--- src/rtl/wave_frame_norm_if.sv ---
`default_nettype none
// ---------------------------------------------------------------------------
// wave_frame_norm_if : ADC capture / normalised-waveform handshake bundle
// rev 1.0
// ---------------------------------------------------------------------------
interface wave_frame_norm_if #(
    parameter int ADDR_W = 8
);
    logic              start;
    logic [7:0]        adc_data;
    logic              adc_valid;
    logic [ADDR_W-1:0] tmpl_addr;
    logic [7:0]        wave_in;
    logic [7:0]        dwave_in;
    logic              wave_valid;
    logic              frame_done;
    logic              busy;
    logic              span_low;

    modport master (
        output start, adc_data, adc_valid,
        input  tmpl_addr, wave_in, dwave_in, wave_valid, frame_done, busy, span_low
    );

    modport slave (
        input  start, adc_data, adc_valid,
        output tmpl_addr, wave_in, dwave_in, wave_valid, frame_done, busy, span_low
    );
endinterface
`default_nettype wire

--- src/rtl/wave_frame_norm.sv ---
`default_nettype none
// ---------------------------------------------------------------------------
// wave_frame_norm : captures one ADC frame, min/max shift-normalises it and
// replays samples plus centred first differences.  rev 1.0
// ---------------------------------------------------------------------------
module wave_frame_norm #(
    parameter int FRAME_LEN  = 256,
    parameter int ADDR_W     = 8,
    parameter int DIFF_SHIFT = 0,
    parameter int MIN_SPAN   = 16
) (
    input  logic           clk,
    input  logic           rst_n,
    wave_frame_norm_if.slave bus
);
    localparam logic [2:0] S_IDLE    = 3'd0;
    localparam logic [2:0] S_CAPTURE = 3'd1;
    localparam logic [2:0] S_CALC    = 3'd2;
    localparam logic [2:0] S_PLAY    = 3'd3;
    localparam logic [2:0] S_DONE    = 3'd4;
    localparam logic [ADDR_W-1:0] LAST_IDX = ADDR_W'(FRAME_LEN - 1);

    logic [2:0]        state, state_nxt;
    logic [7:0]        mem [FRAME_LEN];
    logic [ADDR_W-1:0] wr_ptr, rd_idx, rd_addr;
    logic [7:0]        rd_data, min_val, max_val, span, offs, norm, norm_prev;
    logic [3:0]        lz;
    logic              seen;
    logic [2:0]        gain_k, gain_k_nxt;
    logic              drain, cap_wr;
    logic signed [8:0] diff, diff_sh;
    logic signed [9:0] centred;
    logic [7:0]        dwave_nxt, wave_r, dwave_r;
    logic              valid_r, span_low_r, busy_c, done_c;

    assign cap_wr = (state == S_CAPTURE) && bus.adc_valid;

    // ---------------- FSM ----------------
    always_ff @(posedge clk or negedge rst_n) begin
        if (!rst_n) state <= S_IDLE;
        else        state <= state_nxt;
    end

    always_comb begin
        state_nxt = state;
        case (state)
            S_IDLE:    if (bus.start) state_nxt = S_CAPTURE;
            S_CAPTURE: if (cap_wr && wr_ptr == LAST_IDX) state_nxt = S_CALC;
            S_CALC:    state_nxt = S_PLAY;
            S_PLAY:    if (drain) state_nxt = S_DONE;
            S_DONE:    state_nxt = S_IDLE;
            default:   state_nxt = S_IDLE;
        endcase
    end

    always_comb begin
        busy_c = (state != S_IDLE);
        done_c = (state == S_DONE);
    end

    // ---------------- frame buffer ----------------
    // Read runs one sample ahead so RAM latency is hidden behind tmpl_addr.
    assign rd_addr = (state == S_CALC) ? '0 : rd_idx + ADDR_W'(1);

    always_ff @(posedge clk) begin
        if (cap_wr) mem[wr_ptr] <= bus.adc_data;
        rd_data <= mem[rd_addr];
    end

    // ---------------- gain / datapath ----------------
    assign span = max_val - min_val;

    always_comb begin
        lz   = 4'd0;
        seen = 1'b0;
        for (int b = 7; b >= 0; b--) begin
            if (span[b])    seen = 1'b1;
            else if (!seen) lz   = lz + 4'd1;
        end
        gain_k_nxt = (lz == 4'd8) ? 3'd0 : lz[2:0];
    end

    always_comb begin
        offs    = rd_data - min_val;
        norm    = offs << gain_k;
        diff    = (rd_idx == '0) ? 9'sd0
                                 : $signed({1'b0, norm}) - $signed({1'b0, norm_prev});
        diff_sh = diff >>> DIFF_SHIFT;
        centred = $signed({diff_sh[8], diff_sh}) + 10'sd128;
        if (centred < 10'sd0)        dwave_nxt = 8'd0;
        else if (centred > 10'sd255) dwave_nxt = 8'd255;
        else                         dwave_nxt = centred[7:0];
    end

    always_ff @(posedge clk or negedge rst_n) begin
        if (!rst_n) begin
            wr_ptr     <= '0;
            rd_idx     <= '0;
            min_val    <= 8'd255;
            max_val    <= 8'd0;
            gain_k     <= 3'd0;
            drain      <= 1'b0;
            norm_prev  <= 8'd0;
            wave_r     <= 8'd0;
            dwave_r    <= 8'd128;
            valid_r    <= 1'b0;
            span_low_r <= 1'b0;
        end else begin
            valid_r <= 1'b0;
            case (state)
                S_IDLE: begin
                    wr_ptr  <= '0;
                    min_val <= 8'd255;
                    max_val <= 8'd0;
                end
                S_CAPTURE: if (bus.adc_valid) begin
                    wr_ptr <= wr_ptr + ADDR_W'(1);
                    if (bus.adc_data < min_val) min_val <= bus.adc_data;
                    if (bus.adc_data > max_val) max_val <= bus.adc_data;
                end
                S_CALC: begin
                    gain_k     <= gain_k_nxt;
                    span_low_r <= (int'(span) < MIN_SPAN);
                    rd_idx     <= '0;
                    drain      <= 1'b0;
                end
                S_PLAY: if (!drain) begin
                    norm_prev <= norm;
                    wave_r    <= norm;
                    dwave_r   <= dwave_nxt;
                    valid_r   <= 1'b1;
                    if (rd_idx == LAST_IDX) drain  <= 1'b1;
                    else                    rd_idx <= rd_idx + ADDR_W'(1);
                end
                default: ;
            endcase
        end
    end

    assign bus.tmpl_addr  = rd_idx;
    assign bus.wave_in    = wave_r;
    assign bus.dwave_in   = dwave_r;
    assign bus.wave_valid = valid_r;
    assign bus.frame_done = done_c;
    assign bus.busy       = busy_c;
    assign bus.span_low   = span_low_r;
endmodule
`default_nettype wire

--- src/flat_wrapper.sv ---
// flat-port wrapper written by rule: the top's interface ports become plain ports
module wave_frame_norm_flat 
#(
    parameter int FRAME_LEN  = 256,
    parameter int ADDR_W     = 8,
    parameter int DIFF_SHIFT = 0,
    parameter int MIN_SPAN   = 16
)
  (clk, rst_n, bus_start, bus_adc_data, bus_adc_valid, bus_tmpl_addr, bus_wave_in, bus_dwave_in, bus_wave_valid, bus_frame_done, bus_busy, bus_span_low);
  wave_frame_norm_if #(.ADDR_W(ADDR_W)) bus_i ();
  input  logic clk;
  input  logic rst_n;
  input wire logic [$bits(bus_i.start)-1:0] bus_start;
  input wire logic [$bits(bus_i.adc_data)-1:0] bus_adc_data;
  input wire logic [$bits(bus_i.adc_valid)-1:0] bus_adc_valid;
  output wire logic [$bits(bus_i.tmpl_addr)-1:0] bus_tmpl_addr;
  output wire logic [$bits(bus_i.wave_in)-1:0] bus_wave_in;
  output wire logic [$bits(bus_i.dwave_in)-1:0] bus_dwave_in;
  output wire logic [$bits(bus_i.wave_valid)-1:0] bus_wave_valid;
  output wire logic [$bits(bus_i.frame_done)-1:0] bus_frame_done;
  output wire logic [$bits(bus_i.busy)-1:0] bus_busy;
  output wire logic [$bits(bus_i.span_low)-1:0] bus_span_low;
  assign bus_i.start = bus_start;
  assign bus_i.adc_data = bus_adc_data;
  assign bus_i.adc_valid = bus_adc_valid;
  assign bus_tmpl_addr = bus_i.tmpl_addr;
  assign bus_wave_in = bus_i.wave_in;
  assign bus_dwave_in = bus_i.dwave_in;
  assign bus_wave_valid = bus_i.wave_valid;
  assign bus_frame_done = bus_i.frame_done;
  assign bus_busy = bus_i.busy;
  assign bus_span_low = bus_i.span_low;
  wave_frame_norm #(.FRAME_LEN(FRAME_LEN), .ADDR_W(ADDR_W), .DIFF_SHIFT(DIFF_SHIFT), .MIN_SPAN(MIN_SPAN)) u_core (.clk(clk), .rst_n(rst_n), .bus(bus_i));
endmodule
--- config.mk ---
export PLATFORM = sky130hd
export DESIGN_NAME = wave_frame_norm_flat
export DESIGN_NICKNAME = d
export VERILOG_FILES = /design/src/rtl/wave_frame_norm_if.sv /design/src/rtl/wave_frame_norm.sv /design/src/flat_wrapper.sv
export SDC_FILE = /design/constraint.sdc
export NUM_CORES = 2
export LEC_CHECK = 0
export ABC_AREA = 1
export BUFFER_PORTS_ARGS = -buffer_cell sky130_fd_sc_hd__buf_4
export CAP_MARGIN = 0
export CORE_MARGIN = 3
export CORE_UTILIZATION = 54
export DETAILED_ROUTE_END_ITERATION = 12
export PLACE_DENSITY = 0.72
export SYNTH_ARGS = -nofsm -noshare
export SYNTH_HDL_FRONTEND = slang
export SYNTH_SLANG_ARGS = --single-unit
export TNS_END_PERCENT = 30
--- constraint.sdc ---
create_clock -name clk -period 3.45 [get_ports clk]
set_input_delay 0 -clock clk [delete_from_list [all_inputs] [get_ports clk]]
set_output_delay 0 -clock clk [all_outputs]
set_load 0.02 [all_outputs]
# After elaboration in Yosys (flattened, before gate mapping)
# Memories as Yosys holds them, arrays and structs flattened. A register that Yosys moved wholly into a read port is not among the register bits.
# Cells that the tools add are included.
# Widths: inputs -> output; s select.
# totals
mem_count	1
register_bits	57
out_inout_bits	28
word_cells	109
ram_bits	2048
inputBits	12
# mem_list
memory	words	word_bits	read_ports	rd_ports_with_merged_regs	write_ports	line_no	text
u_core.mem	256	8	1	1	1	wave_frame_norm.sv:24	logic [7:0] mem [FRAME_LEN];
# classes
reduce_logical	13
n_eq_ne	15
n_lt_le_gt_ge	5
shift	1
muxes	49
addsub	13
bitwise_logic	1
# ops
operator	n
$mux 8	10
$pmux 8 s2	4
$mux 4	14
$add 4x1->4 const B	6
$add 8x1->8 const B	2
$eq 8x8->1 const B	2
$sub 8x8->8	2
$mux 1	14
$ne 2x2->1 const B	7
$mux 3	4
$pmux 3 s4	1
$reduce_and 3->1	4
$add 9x9->10 const B	1
$gt 10x9->1 const B	1
$lt 10x1->1 const B	1
$mux 9	1
$sub 8x8->9	1
$gt 8x8->1	1
$logic_not 8->1	1
$lt 8x5->1 const B	1
$lt 8x8->1	1
$shl 8x3->8	1
$eq 3x2->1 const B	2
$eq 4x4->1 const B	1
other kinds (11)	14

# Logic depth before layout (Yosys ltp)
# depth
word_depth	25
mapped_depth	30
depth_no_buf	30

# Worst setup path after synthesis
# No wires, ideal clock.
# synth_path
path_kind	register -> register
from	reg u_core.min_val[0]
to	reg u_core.gain_k[1]
arrival_time_ns	3.469
n_path_buf	0
stages_incl_launch_ff	24
setup_time_ns	0.116
path_slack_ns	-0.136
t_required_ns	3.334
cell_sequence	dfstp_2 > ha_1 > inv_1 > fa_1 > nand3_1 > nand3_1 > nand2_1 > nand2_1 > nor2_1 > ha_1 > nand2_1 > nand2_1 > ha_1 > inv_1 > nor2_1 > o21ai_0 > ha_1 > nand2_1 > nand2_1 > ha_1 > o21ai_0 > inv_1 > nand2_1 > nand2_1
# synth_between
elab_chain_len	25
# synth_lines
item	line_no	text
start: declaration	wave_frame_norm.sv:26	logic [7:0] rd_data, min_val, max_val, span, offs, norm, norm_prev;
start signal: assignment	wave_frame_norm.sv:118	if (bus.adc_data < min_val) min_val <= bus.adc_data;
$sub 8x8->8 (*)	wave_frame_norm.sv:71	assign span = max_val - min_val;
$mux 1	wave_frame_norm.sv:77	if (span[b]) seen = 1'b1;
$add 1x1->2	wave_frame_norm.sv:78	else if (!seen) lz = lz + 4'd1;
$mux 4	wave_frame_norm.sv:78	
$mux 4	wave_frame_norm.sv:77	
$add 4x1->4	wave_frame_norm.sv:78	
$mux 4	wave_frame_norm.sv:78	
$mux 4	wave_frame_norm.sv:77	
[9 not listed]	--	
$add 4x1->4	wave_frame_norm.sv:78	
$mux 4	wave_frame_norm.sv:78	
$mux 4	wave_frame_norm.sv:77	
$add 4x1->4	wave_frame_norm.sv:78	
$mux 4	wave_frame_norm.sv:78	
$mux 4 (*)	wave_frame_norm.sv:77	
$eq 4x4->1	wave_frame_norm.sv:80	gain_k_nxt = (lz == 4'd8) ? 3'd0 : lz[2:0];
$mux 3 (*)	wave_frame_norm.sv:80	
end signal: assignment	wave_frame_norm.sv:122	gain_k <= gain_k_nxt;
end: declaration	wave_frame_norm.sv:29	logic [2:0] gain_k, gain_k_nxt;
# Every way passes the cells marked *; elsewhere a longest branch is shown, timed or not.
# A chain may end at the register's enable or synchronous reset.

# Worst setup path after layout
# layout_path
from	reg u_core.min_val[0]
to	reg u_core.dwave_r[6] (netlist: u_core.bus.dwave_in[6])
# layout_between
elab_chain_len	8
# layout_lines
item	line_no	text
$sub 8x8->8 (*)	wave_frame_norm.sv:84	offs = rd_data - min_val;
$shl 8x3->8 (*)	wave_frame_norm.sv:85	norm = offs << gain_k;
net u_core.norm[7]	wave_frame_norm.sv:26	
$sub 8x8->9 (*)	wave_frame_norm.sv:87	: $signed({1'b0, norm}) - $signed({1'b0, norm_prev});
$mux 9 (*)	wave_frame_norm.sv:86	diff = (rd_idx == '0) ? 9'sd0
$add 9x9->10 (*)	wave_frame_norm.sv:89	centred = $signed({diff_sh[8], diff_sh}) + 10'sd128;
$gt 10x9->1	wave_frame_norm.sv:91	else if (centred > 10'sd255) dwave_nxt = 8'd255;
$mux 8	wave_frame_norm.sv:91	
$mux 8 (*)	wave_frame_norm.sv:90	if (centred < 10'sd0) dwave_nxt = 8'd0;
end signal: assignment	wave_frame_norm.sv:130	dwave_r <= dwave_nxt;
end: declaration	wave_frame_norm.sv:33	logic [7:0] dwave_nxt, wave_r, dwave_r;
# Mark *: on every way through the listed nets, which the timed path passes. The rest lies on a longest branch.

==> impl_metrics.json <==
{
  "finalHoldViolCount": 0,
  "grt_max_degree": 143,
  "violations": "negative setup slack",
  "final_common_cell": "nand2_1",
  "peakVddDrop_mv": 0.6460,
  "final_area_um2": 104700,
  "dieHeight_um": 420.8,
  "ys_seq_area_share_pct": 67.92,
  "routed_wl_mm": 256.2,
  "drive_gt1_share_pct": 9.661,
  "viasPerCell": 5.873,
  "drv_slew": 0,
  "initial_utilization_pct": 54.58,
  "core-area_um2": 170200,
  "groute.usage.overall_pct": 28.73,
  "ys.flop_type": "edfxtp_1",
  "cts_buffers": 207,
  "crit_type": "flip-flop to flip-flop",
  "dr.first_iter.drc_count": 8302,
  "synth_seq_cells": 2113,
  "clk_pin_slew_ns": 0.06,
  "grt_pass1_wl_mm": 382.9,
  "synth_edf_count": 2048,
  "nNetsFinal": 8668,
  "setup_slack_ns": -0.1336,
  "grt_pass1_vias": 62840,
  "required_ns": 4.21,
  "crit_chain": "buf_6 -> ha_4 -> inv_4 -> fa_2 -> nand3_2 -> nand3_2 -> nand2_1 -> nand2_1 -> a21oi_2 -> nand2_1 -> buf_4 -> buf_4 -> nand3_1 -> nand3_1 -> o211ai_1 -> nand2_1 -> ha_1 -> nand3b_1 -> nand3_2 -> ha_4 -> a21oi_2 -> mux2_4",
  "maxCapViolations": 0,
  "fmax_ghz": 0.2790,
  "period_needed_ns": 3.584,
  "total_power_mw": 88.15,
  "cts_max_level": 4,
  "leakagePower_nw": 39.92,
  "cp_slowest_cell": "dfstp_2",
  "p_clk_share_pct": 24.7,
  "ys_types": 44,
  "period_share_pct": 103.9,
  "die-area_um2": 177100,
  "drtPass1Iterations": 9,
  "worstPathMaxFanout": 5,
  "tightest_slew_ns": 0.9823,
  "clockRootBuffer": "clkbuf_16",
  "clock_latency_ns": 0.88,
  "power.switching_mw": 34.87,
  "min_path_type": "primary input to flip-flop",
  "synth.avg_cell_area_um2": 10.97,
  "route.detailed.drc": 0,
  "setup_viol": 10,
  "routedWlPerCell_um": 23.13,
  "grt_most_used_layer": "met2",
  "mostFrequentLayoutCells": "nand2_1, edfxtp_1, nand3_1",
  "port_buffers": 39,
  "yosys_warnings": 0,
  "die_w_um": 420.8,
  "area_growth_pct": 12.64,
  "slew_headroom_pct": 34.51,
  "intPower_mw": 53.27,
  "ant_nets": 0,
  "antenna_found_initial": 4,
  "grtUsageMet3_pct": 5.764,
  "cp_common_cell": "nand2_1",
  "start_kind": "flip-flop",
  "vias": 65052,
  "ios": 40,
  "cts_tree": "yes",
  "place_area_um2": 97480,
  "fin_skew_ns": 0.06278,
  "hpwl_mm": 151.7,
  "rsz0062_at_grt": "true",
  "pwr_density_cell_nw_per_um2": 842.3,
  "power_switching_share_pct": 39.56,
  "gp_congestion": 0.9240,
  "nFillCells": 13152,
  "cts.sinks": 2113,
  "power_frac_comb_pct": 42.6,
  "grt_use_met2_pct": 45.80,
  "fin_util_pct": 61.48,
  "synth.net_count": 8531,
  "grt_use_met1_pct": 38.65,
  "synth_area_um2": 92900,
  "endpoint_kind": "flip-flop",
  "ys_async_sr_fraction_pct": 2.698,
  "grt-ovfl-total": 0,
  "seqPwrFrac_pct": 32.7,
  "cts_buffer_depth": 3,
  "cp.arrival_ns": 4.35,
  "row_count": 151,
  "cpPeakStageDelay_ns": 0.55,
  "syn-instance-count": 8468,
  "outcome": "finished, violations left"
}
## sequential cells by signal, summed over array words and instances (netlist names), 3 cells and up
signal                cells
u_core.min_val            8
u_core.bus.tmpl_addr      8
u_core.wr_ptr             8
u_core.gain_k             3
u_core.max_val            8
u_core.mem             2048
u_core.state              3
u_core.norm_prev          8
u_core.rd_data            8
u_core.bus.dwave_in       8
## area by class of cell
type,instances,area [um^2],share of cell area (%)
Antenna cell,3,7.507,0.007174
Clock buffer,266,5474,5.231
Clock inverter,116,985.9,0.9421
Inverter,941,3581,3.422
Multi-Input combinational cell,4885,24040,22.97
Sequential cell,2113,63100,60.29
Tap cell,2295,2872,2.744
Timing Repair Buffer,457,4593,4.389
## cells in the mapped netlist, types with 15 or more instances
cell	n	area, um^2
a21oi_1	44	220.2
buf_1	17	63.81
buf_2	218	1091
buf_4	85	638.1
buf_6	15	168.9
clkbuf_1	194	728.2
dfrtp_1	48	1201
edfxtp_1	2048	61500
ha_1	48	600.6
inv_1	932	3498
nand2_1	2089	7841
nand3_1	1499	7502
nand3b_1	416	3123
nor2_1	317	1190
o211ai_1	228	1712
o21ai_0	150	750.7
o21ai_1	27	135.1
## power groups by stage
stage | clock, mW | combinational [mW] | sequential [mW]
after global placement | 0 | 34.7 | 29.3
after global routing | 22.9 | 40.6 | 28.9
after floorplan | 0 | 22.4 | 29.4
after CTS | 21.9 | 35.8 | 28.8
final | 21.7 | 37.6 | 28.8
after detailed placement | 0 | 35.1 | 29.3
## metal layers
layer	routed length, um	part of all wire [%]
met5	38	0.015
met1	99070	39
met3	26340	10
met4	10890	4.2
met2	119900	47
## worst paths after layout
check | startpoint | endpoint | slack [ns] | depth (start not counted)
worst min-delay path | bus_adc_data[4] | u_core.mem[253][4] | 0.09 | 2
max in group asynchronous | rst_n | u_core.max_val[7] | 2.84 | 4
worst max register to register | u_core.min_val[0] | u_core.bus.dwave_in[6] | -0.13 | 22
min in group asynchronous | rst_n | u_core.bus.dwave_in[7] | 0.28 | 3
worst max-delay path | u_core.min_val[0] | u_core.bus.dwave_in[6] | -0.13 | 22
worst min register to register | u_core.bus.dwave_in[7] | u_core.bus.dwave_in[7] | 0.48 | 2
## timing repair
| action | 4_1_cts | 5_1_grt |
|---|---|---|
| cloned | 0 | 2 |
| hold buffers | 14 | 0 |
| endpoints found under the setup margin | 10 | 39 |
| resized for setup | 41 | 59 |
| endpoints found under the hold margin | 1454 | 0 |
| setup buffers | 6 | 13 |
| pin swaps | 21 | 35 |
## kinds of logic (layout without fill, tap and decap cells)
kind of cell / count (synthesis) / count (layout) / share of synthesized area (%)
other: 0 / 3 / 0
flip-flops: 2113 / 2113 / 67.92
AND/OR/NAND/NOR: 4359 / 4360 / 21.41
adder cells (fa/ha/maj): 51 / 51 / 0.7111
multiplexers: 2 / 2 / 0.02289
buffers and inverters: 1471 / 1780 / 6.715
AO/OA/AOI/OAI: 464 / 464 / 3.147
XOR/XNOR: 8 / 8 / 0.07542
## critical path, delay by kind of cell, from the launching register on
| family | cells | cell delay, ns |
|---|---|---|
| adders and majority gates | 4 | 1.15 |
| buffers and inverters | 4 | 0.39 |
| muxes | 1 | 0.27 |
| and+or+nand+nor | 10 | 0.88 |
| AOI/OAI and AO/OA | 3 | 0.28 |
| DFF | 1 | 0.55 |
## per-stage QoR
| step | worst slack (ns) | hold WS, ns | TNS (ns) | std cells |
|---|---|---|---|---|
| final | -0.1336 | 0.08729 | -0.7050 | 11076 |
| after global routing | -0.3383 | 0.06014 | -2.921 | 11074 |
| after CTS | -0.1518 | 0.02257 | -1.030 | 11058 |
| after detailed placement | -0.3940 | 0.1247 | -3.120 | 10656 |
| after global placement | -0.3361 | 0.1157 | -2.879 | 10656 |
| after floorplan | 0.02922 | -0.2956 | 0 | 8468 |
Note: power is estimated with default switching activity, not from simulation.
